===== src/rtl/bcd_updown_timer_if.sv =====
// Button/preset inputs and display-side outputs of the up/down BCD timer, grouped as one bundle.
// The master drives the buttons and preset word; the slave (the timer) drives count and status.
interface bcd_updown_timer_if #(
  parameter int DIGITS = 4
);
  logic [3:0]          i_btn;
  logic [4*DIGITS-1:0] i_preset;
  logic [4*DIGITS-1:0] o_count;
  logic                o_down;
  logic                o_running;
  logic                o_expired;
  logic                o_blink;
  logic                o_tick;

  modport master (
    output i_btn, i_preset,
    input  o_count, o_down, o_running, o_expired, o_blink, o_tick
  );

  modport slave (
    input  i_btn, i_preset,
    output o_count, o_down, o_running, o_expired, o_blink, o_tick
  );
endinterface


===== src/rtl/bcd_updown_timer.sv =====
// Up/down BCD/hex counter and countdown timer fed by debounced push-buttons for the 7-segment path.
// Button action lands 2+DEB_CYCLES+1 cycles after the raw edge; no backpressure, outputs are always valid.
module bcd_updown_timer #(
  parameter int DIGITS     = 4,
  parameter int BCD        = 1,
  parameter int TICK_DIV   = 50000000,
  parameter int DEB_CYCLES = 250000
) (
  input  logic                  i_clk,
  input  logic                  i_rst,
  bcd_updown_timer_if.slave     io_tmr
);

  localparam int W  = 4 * DIGITS;
  localparam int PW = $clog2(TICK_DIV);
  localparam int CW = $clog2(DEB_CYCLES + 1);

  localparam logic [3:0]    MAXD   = (BCD != 0) ? 4'd9 : 4'd15;
  localparam logic [PW-1:0] P_LAST = PW'(TICK_DIV - 1);
  localparam logic [PW-1:0] P_HALF = PW'(TICK_DIV / 2);
  localparam logic [CW-1:0] D_LAST = CW'(DEB_CYCLES - 1);

  localparam int B_CLR  = 0;
  localparam int B_LOAD = 1;
  localparam int B_TGL  = 2;
  localparam int B_RUN  = 3;

  logic [3:0]    r_sync1;
  logic [3:0]    r_sync2;
  logic [3:0]    r_deb_lvl;
  logic [CW-1:0] r_deb_cnt [4];
  logic [3:0]    r_press;

  logic [W-1:0]  r_count;
  logic          r_down;
  logic          r_running;
  logic          r_expired;
  logic [PW-1:0] r_presc;

  logic [W-1:0]  w_inc;
  logic [W-1:0]  w_dec;
  logic          w_carry;
  logic          w_borrow;
  logic [W-1:0]  w_load_val;
  logic          w_zero;
  logic          w_dec_zero;
  logic          w_presc_last;
  logic          w_tick;
  logic [PW-1:0] w_presc_nxt;

  // Synchroniser and debouncer; r_press pulses in the cycle after the level has risen.
  always_ff @(posedge i_clk or posedge i_rst) begin
    if (i_rst) begin
      r_sync1   <= '0;
      r_sync2   <= '0;
      r_deb_lvl <= '0;
      r_press   <= '0;
      for (int b = 0; b < 4; b++) begin
        r_deb_cnt[b] <= '0;
      end
    end else begin
      r_sync1 <= io_tmr.i_btn;
      r_sync2 <= r_sync1;
      for (int b = 0; b < 4; b++) begin
        r_press[b] <= 1'b0;
        if (r_sync2[b] == r_deb_lvl[b]) begin
          r_deb_cnt[b] <= '0;
        end else if (r_deb_cnt[b] == D_LAST) begin
          r_deb_lvl[b] <= r_sync2[b];
          r_deb_cnt[b] <= '0;
          r_press[b]   <= r_sync2[b];
        end else begin
          r_deb_cnt[b] <= r_deb_cnt[b] + 1'b1;
        end
      end
    end
  end

  // Ripple carry/borrow across digits, each digit wrapping at MAXD.
  always_comb begin
    w_inc    = r_count;
    w_dec    = r_count;
    w_carry  = 1'b1;
    w_borrow = 1'b1;
    for (int d = 0; d < DIGITS; d++) begin
      if (w_carry) begin
        if (r_count[4*d +: 4] == MAXD) begin
          w_inc[4*d +: 4] = 4'd0;
        end else begin
          w_inc[4*d +: 4] = r_count[4*d +: 4] + 4'd1;
          w_carry         = 1'b0;
        end
      end
      if (w_borrow) begin
        if (r_count[4*d +: 4] == 4'd0) begin
          w_dec[4*d +: 4] = MAXD;
        end else begin
          w_dec[4*d +: 4] = r_count[4*d +: 4] - 4'd1;
          w_borrow        = 1'b0;
        end
      end
    end
  end

  always_comb begin
    w_load_val = io_tmr.i_preset;
    if (BCD != 0) begin
      for (int d = 0; d < DIGITS; d++) begin
        if (io_tmr.i_preset[4*d +: 4] > 4'd9) begin
          w_load_val[4*d +: 4] = 4'd9;
        end
      end
    end
  end

  assign w_zero       = (r_count == '0);
  assign w_dec_zero   = (w_dec == '0);
  assign w_presc_last = (r_presc == P_LAST);
  assign w_tick       = r_running & w_presc_last;
  assign w_presc_nxt  = !r_running  ? r_presc :
                        w_presc_last ? '0 : r_presc + 1'b1;

  // Only the highest-priority press acts; any press swallows a coincident tick step.
  always_ff @(posedge i_clk or posedge i_rst) begin
    if (i_rst) begin
      r_count   <= '0;
      r_down    <= 1'b0;
      r_running <= 1'b0;
      r_expired <= 1'b0;
      r_presc   <= '0;
    end else begin
      r_presc <= w_presc_nxt;
      if (r_press[B_CLR]) begin
        r_count   <= '0;
        r_running <= 1'b0;
        r_expired <= 1'b0;
        r_presc   <= '0;
      end else if (r_press[B_LOAD]) begin
        r_count   <= w_load_val;
        r_expired <= 1'b0;
        r_presc   <= '0;
      end else if (r_press[B_TGL]) begin
        r_down    <= ~r_down;
        r_expired <= 1'b0;
      end else if (r_press[B_RUN]) begin
        if (r_running) begin
          r_running <= 1'b0;
        end else if (!(r_down && w_zero)) begin
          r_running <= 1'b1;
          r_presc   <= '0;
        end
      end else if (w_tick) begin
        if (!r_down) begin
          r_count <= w_inc;
        end else if (!w_zero) begin
          r_count <= w_dec;
          if (w_dec_zero) begin
            r_expired <= 1'b1;
            r_running <= 1'b0;
          end
        end
      end
    end
  end

  assign io_tmr.o_count   = r_count;
  assign io_tmr.o_down    = r_down;
  assign io_tmr.o_running = r_running;
  assign io_tmr.o_expired = r_expired;
  assign io_tmr.o_tick    = w_tick;
  assign io_tmr.o_blink   = r_running & (r_presc < P_HALF);

endmodule


===== src/flat_wrapper.sv =====
// flat-port wrapper written by rule: the top's interface ports become plain ports
module bcd_updown_timer_flat 
#(
  parameter int DIGITS     = 4,
  parameter int BCD        = 1,
  parameter int TICK_DIV   = 50000000,
  parameter int DEB_CYCLES = 250000
)
  (i_clk, i_rst, io_tmr_i_btn, io_tmr_i_preset, io_tmr_o_count, io_tmr_o_down, io_tmr_o_running, io_tmr_o_expired, io_tmr_o_blink, io_tmr_o_tick);
  bcd_updown_timer_if #(.DIGITS(DIGITS)) io_tmr_i ();
  input  logic i_clk;
  input  logic i_rst;
  input wire logic [$bits(io_tmr_i.i_btn)-1:0] io_tmr_i_btn;
  input wire logic [$bits(io_tmr_i.i_preset)-1:0] io_tmr_i_preset;
  output wire logic [$bits(io_tmr_i.o_count)-1:0] io_tmr_o_count;
  output wire logic [$bits(io_tmr_i.o_down)-1:0] io_tmr_o_down;
  output wire logic [$bits(io_tmr_i.o_running)-1:0] io_tmr_o_running;
  output wire logic [$bits(io_tmr_i.o_expired)-1:0] io_tmr_o_expired;
  output wire logic [$bits(io_tmr_i.o_blink)-1:0] io_tmr_o_blink;
  output wire logic [$bits(io_tmr_i.o_tick)-1:0] io_tmr_o_tick;
  assign io_tmr_i.i_btn = io_tmr_i_btn;
  assign io_tmr_i.i_preset = io_tmr_i_preset;
  assign io_tmr_o_count = io_tmr_i.o_count;
  assign io_tmr_o_down = io_tmr_i.o_down;
  assign io_tmr_o_running = io_tmr_i.o_running;
  assign io_tmr_o_expired = io_tmr_i.o_expired;
  assign io_tmr_o_blink = io_tmr_i.o_blink;
  assign io_tmr_o_tick = io_tmr_i.o_tick;
  bcd_updown_timer #(.DIGITS(DIGITS), .BCD(BCD), .TICK_DIV(TICK_DIV), .DEB_CYCLES(DEB_CYCLES)) u_core (.i_clk(i_clk), .i_rst(i_rst), .io_tmr(io_tmr_i));
endmodule

===== config.mk =====
export PLATFORM = sky130hd
export DESIGN_NAME = bcd_updown_timer_flat
export DESIGN_NICKNAME = d
export VERILOG_FILES = /design/src/rtl/bcd_updown_timer_if.sv /design/src/rtl/bcd_updown_timer.sv /design/src/flat_wrapper.sv
export SDC_FILE = /design/constraint.sdc
export NUM_CORES = 1
export LEC_CHECK = 0
export ABC_AREA = 1
export CELL_PAD_IN_SITES_DETAIL_PLACEMENT = 1
export CELL_PAD_IN_SITES_GLOBAL_PLACEMENT = 1
export CORE_AREA = 2 2 132 134
export CTS_CLUSTER_SIZE = 8
export DETAILED_ROUTE_END_ITERATION = 10
export DIE_AREA = 0 0 134 136
export PLACE_DENSITY_LB_ADDON = 0.3
export REMOVE_ABC_BUFFERS = 1
export SLEW_MARGIN = 15
export SYNTH_ARGS = -nofsm -noshare
export SYNTH_HDL_FRONTEND = slang
export SYNTH_SLANG_ARGS = --single-unit

===== constraint.sdc =====
create_clock -name i_clk -period 5.4 [get_ports i_clk]
set_input_delay 1.08 -clock i_clk [delete_from_list [all_inputs] [get_ports i_clk]]
set_output_delay 1.08 -clock i_clk [all_outputs]
set_load 0.01 [all_outputs]

==> out/qor.csv <==
stage,metric,value,unit
grt,grt-ovfl-total,0,
grt,use_met2,39.26,%
drt,final_antenna_net_count,0,
cts,ctsHoldBuffers,0,
floorplanning,die_x,134,um
worst_setup_path,cp.required,4.32,ns
cts,clk_pin_slew,0.06,ns
drt,via_per_inst,5.359,
grt,met1_usage,29.85,%
floorplanning,rows,48,
place,place_congestion,0.8696,
power_and_ir_drop,power.density,255.1,mW/mm2
yosys,synth_edf_count,0,
worst_setup_path,critPathMaxStageDelay,0.60,ns
power_and_ir_drop,ir_worst_vdd,229.3,uV
grt,met3_usage,3.468,%
worst_setup_path,slowest_stage,clkdlybuf4s50_1,
timing,period_needed,3.527,ns
yosys,postSynth.asyncResetShare,100.0,%
worst_setup_path,cp_max_fo,3,
timing,setup_viol,0,
grt,antenna_found_initial,0,
drt,drt_pass1_iterations,4,
drt,routed-via-count,6613,
floorplanning,coreArea,0.01688,mm2
worst_setup_path,ff2ff_path_depth,9,
worst_setup_path,crit_buf_inv,2,
power_and_ir_drop,p_leak,3.986,nW
cts,cts_root_buf,clkbuf_16,
yosys,yosys-top-cells-count,"nor2_1 (143), nand2_1 (142), dfrtp_1 (133)",
worst_hold_path,worst_hold_path.endpoint,u_core.r_sync2[3]$_DFF_PP0_,
cts,postCtsSetupRepairBufs,0,
timing,max-slew-margin-rel,31.79,%
power_and_ir_drop,power,2.231,mW
drt,route.detailed.drc,0,
finish,num_antenna_cells,0,
place,dp_hpwl,14.22,mm
yosys,seq_area_frac_synth,44.45,%
yosys,synth-main-ff-cell,dfrtp_1,
worst_setup_path,worstPathCellList,"ha_1, nand3_2, nor2_2, nand2_2, nor2_4, inv_2, nor3_1, clkdlybuf4s50_1",
timing,slew_violations,0,
timing,finalCritPeriodShare,65.31,%
floorplanning,initial_core_util,44.37,%
worst_setup_path,reg2reg_from,u_core.io_tmr.o_count[0]$_DFFE_PP0P_,
worst_hold_path,worstHoldPathType,register to register,
finish,area_growth,16.81,%
drt,first_iter_violations,321,
timing,holdWs,0.3451,ns
finish,final_layout_size_suffix_gt1_share,6.541,%
yosys,yosys_warnings,0,
floorplanning,ioPinCount,43,
drt,finalWirelength,19.83,mm
worst_setup_path,reg2reg_to,u_core.r_presc[25]$_DFF_PP0_,
worst_setup_path,worstSetupStartpointType,register,
grt,grt_pass1_wl,33.62,mm
timing,hold_viol_final,0,
grt,grtUsageTotal,23.06,%
timing,fmax,0.2836,GHz
timing,tightest_slew,1.019,ns
job,maxCapViolCount,0,
yosys,yosysMostFrequentCell,nor2_1,
yosys,ys_types,47,
status,outcome,completed,
worst_setup_path,critical_path_class,register to output pin,
cts,clk-insertion-delay-late,0.43,ns
cts,htreeDepth,4,
timing,finClkSkew,0.009234,ns
yosys,synth_cells,943,
worst_setup_path,critPathCaptureType,output pin,
cts,clock_path_buffers,2,
worst_setup_path,path_delay_family,simple AND/OR/NAND/NOR gates,
cts,cts_resized,0,
cts,numCtsBuffers,17,
finish,nets,1035,
place,io_buffers,42,
grt,grt_pass1_vias,6877,
grt,grt_max_degree,106,
worst_setup_path,rrSetupSlack,2.34,ns
drt,routedWlPerCell,16.07,um
cts,cts_tree,yes,
grt,top_usage_layer,met2,
floorplanning,die_area,0.01822,mm2
yosys,yosysTopAreaCell,dfrtp_1,
worst_hold_path,hold_depth,0,
yosys,synth_seq_cells,133,
yosys,syn_area,0.007487,mm2
yosys,synth_top_area_share,44.45,%
cts,clkSinkCount,133,
worst_hold_path,holdCritStartpoint,u_core.r_sync1[3]$_DFF_PP0_,
timing,tns,0,ns
yosys,synth_area_leaders,"dfrtp_1 (44%), nor2_1 (7.2%), nand2_1 (7.1%)",
worst_setup_path,cp.arrival,2.45,ns
yosys,synth.avg_cell_area,7.940,um2
timing,rsz0062_at_grt,false,
floorplanning,die_h,136,um
sequential cells by signal, indices dropped and copies added, names as in the netlist:
signal	count
u_core.r_deb_cnt	72
u_core.r_presc	26
u_core.io_tmr.o_count	16
u_core.r_deb_lvl	4
u_core.r_press	4
u_core.r_sync1	4
u_core.r_sync2	4
u_core.io_tmr.o_down	1
u_core.io_tmr.o_expired	1
u_core.io_tmr.o_running	1
worst register-to-register path, cell delays in order, from the launching register on:
cell	delay [ns]
dfrtp_1	0.44
inv_1	0.14
ha_1	0.26
nand3_1	0.17
nor2_2	0.35
nand4_1	0.21
nand4_1	0.17
nand3_1	0.71
a21oi_1	0.38
o21a_1	0.15
area by class of cell:
class	instances	area, um2
fill	2092	8130
multi-input combinational	678	3656
sequential	133	3328
clock buffer	20	466.7
inverter	123	466.7
timing repair buffer	43	427.9
tap	225	281.5
clock inverter	12	118.9
power breakdown:
group / total, mW / switching [mW] / internal, mW
Combinational: 0.0673 / 0.0431 / 0.0242
Clock: 1.15 / 0.473 / 0.677
Sequential: 1.01 / 0.00719 / 1.01
Total: 2.23 / 0.523 / 1.71
how the worst max path moves through the flow:
stage	to	depth (start not counted)	from
after global placement	io_tmr_o_tick	8	u_core.r_presc[1]$_DFF_PP0_
final	io_tmr_o_tick	8	u_core.r_presc[0]$_DFF_PP0_
after detailed placement	u_core.r_presc[25]$_DFF_PP0_	9	u_core.io_tmr.o_count[0]$_DFFE_PP0P_
after CTS	io_tmr_o_tick	8	u_core.r_presc[0]$_DFF_PP0_
after floorplan	u_core.io_tmr.o_count[0]$_DFFE_PP0P_	1	i_rst
after global routing	io_tmr_o_tick	8	u_core.r_presc[1]$_DFF_PP0_
metrics by stage:
| stage | std cells | setup slack [ns] | cell area (um2) | utilization, % |
|---|---|---|---|---|
| finish | 1234 | 1.873 | 8746 | 51.82 |
| detailed placement | 1202 | 2.360 | 8160 | 48.35 |
| global route | 1234 | 1.751 | 8746 | 51.82 |
| global placement | 1202 | 2.409 | 8160 | 48.35 |
| floorplan | 934 | 0.7656 | 7446 | - |
| CTS | 1234 | 1.889 | 8746 | 51.82 |
kinds of logic after synthesis:
| kind of cell | synth area share, % |
|---|---|
| AND/OR/NAND/NOR | 29.88 |
| flip-flops | 44.45 |
| buffers and inverters | 6.718 |
| AO/OA/AOI/OAI | 9.559 |
| XOR/XNOR | 6.551 |
| adder cells (fa/ha/maj) | 2.841 |
layout by cell type (no fill, tap or decap), drive strengths merged, types with 2 or more instances in the layout:
master and count:
or2 3, clkbuf 20, xnor2 12, dfrtp 133, ha 17, clkinv 7
nand3b 3, inv 124, nor4 12, xor2 44, a31oi 8, o211ai 3
nor3b 6, o21ai 38, nand4 28, o21a 6, o31ai 4, clkdlybuf4s50 42
clkinvlp 3, a22oi 2, a21oi 52, a211oi 2, nand3 74, nor2 154
nand2 147, nor3 51, and3 5
metal layers:
metal / part of all wire [%] / vias to the layer above
met1: 46 / 3268
li1: - / 3226
met5: 0 / -
met4: 2.0 / 0
met3: 2.8 / 32
met2: 49 / 87
Note: power is estimated with default switching activity, not from simulation.
